`src/rtl/sw_debounce.sv`:
```
// Per-bit switch synchroniser and debouncer with one-cycle rise/fall pulses and a busy flag.
// Define SW_DEBOUNCE_STICKY_EN to build the latched-rise (sticky) flags cleared by clr.
module sw_debounce #(
   parameter int WIDTH           = 4,
   parameter int SYNC_STAGES     = 2,
   parameter int DEBOUNCE_CYCLES = 500000,
   parameter int CNT_W           = 20
) (
   input  logic             CLK,
   input  logic             RST,
   input  logic [WIDTH-1:0] sw_raw,
   input  logic [WIDTH-1:0] clr,
   output logic [WIDTH-1:0] sw_out,
   output logic [WIDTH-1:0] rise,
   output logic [WIDTH-1:0] fall,
   output logic             busy,
   output logic [WIDTH-1:0] sticky
);

   localparam logic [CNT_W-1:0] TERM = CNT_W'(DEBOUNCE_CYCLES - 1);

   logic [WIDTH-1:0] sync_q [SYNC_STAGES];
   logic [CNT_W-1:0] cnt     [WIDTH];
   logic [CNT_W-1:0] cnt_nxt [WIDTH];
   logic [WIDTH-1:0] s;
   logic [WIDTH-1:0] acc;
   logic             busy_nxt;

   // A bit is accepted on the edge its disagreement count reaches the terminal value;
   // any agreeing cycle drops the count straight back to zero.
   always_comb begin
      s        = sync_q[SYNC_STAGES-1];
      acc      = '0;
      busy_nxt = 1'b0;
      for (int i = 0; i < WIDTH; i++) begin
         cnt_nxt[i] = '0;
         if (s[i] != sw_out[i]) begin
            if (cnt[i] == TERM) acc[i] = 1'b1;
            else                cnt_nxt[i] = cnt[i] + 1'b1;
         end
         busy_nxt = busy_nxt | (cnt_nxt[i] != '0);
      end
   end

   always_ff @(posedge CLK) begin
      if (RST) begin
         for (int st = 0; st < SYNC_STAGES; st++) sync_q[st] <= '0;
         for (int i = 0; i < WIDTH; i++) cnt[i] <= '0;
         sw_out <= '0;
         rise   <= '0;
         fall   <= '0;
         busy   <= 1'b0;
      end else begin
         sync_q[0] <= sw_raw;
         for (int st = 1; st < SYNC_STAGES; st++) sync_q[st] <= sync_q[st-1];
         for (int i = 0; i < WIDTH; i++) cnt[i] <= cnt_nxt[i];
         sw_out <= sw_out ^ acc;
         rise   <= acc & s;
         fall   <= acc & ~s;
         busy   <= busy_nxt;
      end
   end

`ifdef SW_DEBOUNCE_STICKY_EN
   // Set takes priority over a clear landing on the same edge.
   always_ff @(posedge CLK) begin
      if (RST) sticky <= '0;
      else     sticky <= (sticky & ~clr) | (acc & s);
   end
`else
   logic unused_clr;
   assign unused_clr = ^clr;
   assign sticky     = '0;
`endif

endmodule

```
`config.mk`:
```
export PLATFORM = sky130hd
export DESIGN_NAME = sw_debounce
export DESIGN_NICKNAME = d
export VERILOG_FILES = /design/src/rtl/sw_debounce.sv
export SDC_FILE = /design/constraint.sdc
export NUM_CORES = 1
export LEC_CHECK = 0
export CORE_MARGIN = 10
export CORE_UTILIZATION = 55
export DETAILED_ROUTE_END_ITERATION = 12
export PLACE_DENSITY = 0.79
export SLEW_MARGIN = 20
export SYNTH_ARGS = -nofsm -noshare
export SYNTH_HDL_FRONTEND = slang
export SYNTH_SLANG_ARGS = --single-unit
```
`constraint.sdc`:
```
create_clock -name CLK -period 2.9 [get_ports CLK]
set_clock_uncertainty 0.15 [all_clocks]
set_input_delay 0.58 -clock CLK [delete_from_list [all_inputs] [get_ports CLK]]
set_output_delay 0.58 -clock CLK [all_outputs]
set_load 0.01 [all_outputs]
```
==> impl_results.md <==
* Status: completed
* CTS Buf Count at 9
* Count of cell types in the netlist at 69
* Area growth from synthesis to layout at 8.917%
* Fin crit period at 2.716 ns
* Max Cap Viol at 0
* GRT Total Usage at 0.1603
* Crit path arrival time at 2.82 ns
* R2R Setup Slk at 0.18 ns
* Worst endpoint required time at 3.01 ns
* Number of global-route vias before repair at 4,195
* Ys flop type: dfxtp_1
* Nets at 643
* Dominant cell type by area after synthesis: dfxtp_1
* Share of cells above drive strength 1 at 0.09937
* H-tree levels at 3
* Power density cells at 406.0 nW/um2
* Area contributors post-synth: dfxtp_1 (39%), nor2_1 (7.4%), xnor2_1 (7.0%)
* CTS tree: yes
* Final worst-path cycle share at 0.9365
* DR iter-0 viols at 360
* Warnings, synthesis at 0
* Starting Density at 0.5652
* Number of synthesized flops with an enable pin at 0
* Crit-path max FO at 6
* Ys async rst share at 0
* Crit path capture type: register
* Gpl congestion at 0.9276
* Chip Height at 117.7 um
* First-pass GRT wire length at 19.26 mm
* Synth Area in Compound Gates at 0.07773
* Setup TNS at 0 ns
* Critical path type: reg2reg
* Endpoints failing hold at 0
* Clock latency on the worst-skew pair at 0.38 ns
* Hold Buf Count CTS at 0
* Hpwl dp at 8.188 mm
* Drt drc at 0
* Post-Synthesis Cells at 618
* Final slew viol count at 0
* Worst min path class: reg2reg
* Delay-heaviest family, CP: simple AND/OR/NAND/NOR gates
* Mapped Area at 5248 um2
* TritonCTS Sinks at 101
* Adder-cell share of the synthesized area at 0.009537
* Rows at 35
* Die area at 13,850 um2
* Largest family of logic cells by synthesized area: simple AND/OR/NAND/NOR gates
* ANT nets after route at 0
* Mux share of post-synthesis cell area at 0.01931
* Wire length per cell at 14.47 um
* Final setup fails at 0
* Diode count at 0
* Routed WL at 11.04 mm
* Commonest non-fill, non-tap cell in the layout: nor2_1
* Initial antenna violation count at 0
* Largest net degree at the start of global routing at 19
* Avg Inst Size Synth at 8.491 um2
* CP Launch Type: register
* Max Freq at 368.2 MHz
* Worst vdd ir at 0.2400 mV
* I/O pin count at 27
* Longest Clk Path Bufs at 2
* Slowest cell on the critical path: or4_2
* Pre-Repair DR Iteration Count at 5
* Max incr delay on CP at 0.71 ns
* Total number of vias at 4,370
* I/O Buffers at 18
* Worst-margin pin slew at 0.6723 ns
* Worst-path cell chain: ha_2, nand4_2, or4_2, and3_1, a2111oi_2, a31oi_1, a31oi_1, a41oi_1
* Total gr overflow at 0
* Buffer and inverter count on the worst path at 0
* Final core utilization at 0.6156
* Final hold slack at 0.2993 ns
* Simple-gate share of the synthesized area at 0.3281
* Core ar. at 9284 um2
* Clk slew on worst S/H paths at 0.10 ns
* Most used cell, CP: a31oi_1
* Post-synth top area share at 0.3853
* Commonest non-fill, non-tap cells in the layout: nor2_1 (104), dfxtp_1 (99), xnor2_1 (42), nand2_1 (38), xor2_1 (36)
* Final Power at 2321 uW
* Die extent in x at 117.7 um
* #FFs+latches synth at 101
* CTS Root Cell: clkbuf_8
* Worst rel slew slack at 0.5477
* Vias/cell at 5.727
* Seq/Total Area, Yosys at 0.3853
* Synth Area in XOR/XNOR at 0.1302
* Leakage at 0.001846 uW
-- worst reg2reg max path: stages (launching register included) --
cell and delay (ns):
dfxtp_1 0.39, ha_2 0.23, nand4_2 0.17, or4_2 0.71, and3_1 0.21, a2111oi_2 0.27
a31oi_1 0.19, a31oi_1 0.16, a41oi_1 0.12
-- sequential cells by signal, indices dropped and copies added, names as in the netlist, named ones only --
register / flops
busy: 1
cnt: 80
sync_q: 8
fall: 4
rise: 4
-- area by class of cell --
| class | count | area (um2) |
|---|---|---|
| clock buffers | 10 | 137.6 |
| inverters | 12 | 45.04 |
| repair buffers | 35 | 307.8 |
| flip-flops and latches | 101 | 2024 |
| multi-input cells | 470 | 2985 |
| clock inverters | 6 | 53.80 |
| fillers | 823 | 3568 |
| well taps | 129 | 161.4 |
-- metal layers --
metal	vias up	GRT usage	routed length (um)
li1	2198	-	-
met1	2062	0.1978	5104
met2	94	0.2671	5335
met3	16	0.03981	431
met4	0	0.05023	169
met5	-	0	0
-- cell usage after synthesis, types with 5 or more instances --
cell type    n
nor3_1      22
mux2i_1      9
nand4_1     29
or3_1        8
and3_1      10
nand3_1     35
nor2_1     104
xnor2_1     42
clkbuf_1    21
nor4b_1     10
xor2_1      36
dfxtp_1    101
nor4_1      18
nand2_1     38
or4_1        5
inv_1       12
a31oi_1      7
nor2b_1     10
o21ai_0      8
buf_4       11
-- report_power, final --
part	switching, uW	leakage [uW]	total (uW)	internal (uW)
sequential	5.92	0.000816	1400	1390
combinational	31.8	0.000935	54.3	22.5
clock	516	0.0000954	867	351
-- kinds of logic after synthesis --
logic type | count (synthesis)
AO/OA/AOI/OAI | 51
XOR/XNOR | 78
adder cells (fa/ha/maj) | 4
buffers and inverters | 50
flip-flops | 101
multiplexers | 10
other | 1
AND/OR/NAND/NOR | 323
-- path summary, 6_finish.rpt --
path | startpoint | to | cells after the start
worst max-delay path | cnt[3][1]$_SDFF_PP0_ | busy$_SDFF_PP0_ | 8
worst min-delay path | sync_q[0][0]$_SDFF_PP0_ | sync_q[0][4]$_SDFF_PP0_ | 1
worst max register to register | cnt[3][1]$_SDFF_PP0_ | busy$_SDFF_PP0_ | 8
worst min register to register | sync_q[0][0]$_SDFF_PP0_ | sync_q[0][4]$_SDFF_PP0_ | 1
-- through the flow --
step | std cells | setup WS, ns | cell area (um2)
after CTS | 763 | 0.1222 | 5707
after global placement | 747 | 0.2053 | 5515
after floorplan | 621 | 0.4841 | 5259
final | 763 | 0.1841 | 5715
after global routing | 763 | -0.004392 | 5715
after detailed placement | 747 | 0.1408 | 5515
-- repair_timing --
item	in CTS	in global routing
buffers inserted	0	0
resized for setup	0	4
setup endpoints to repair	0	1
Note: power is estimated with default switching activity, not from simulation.
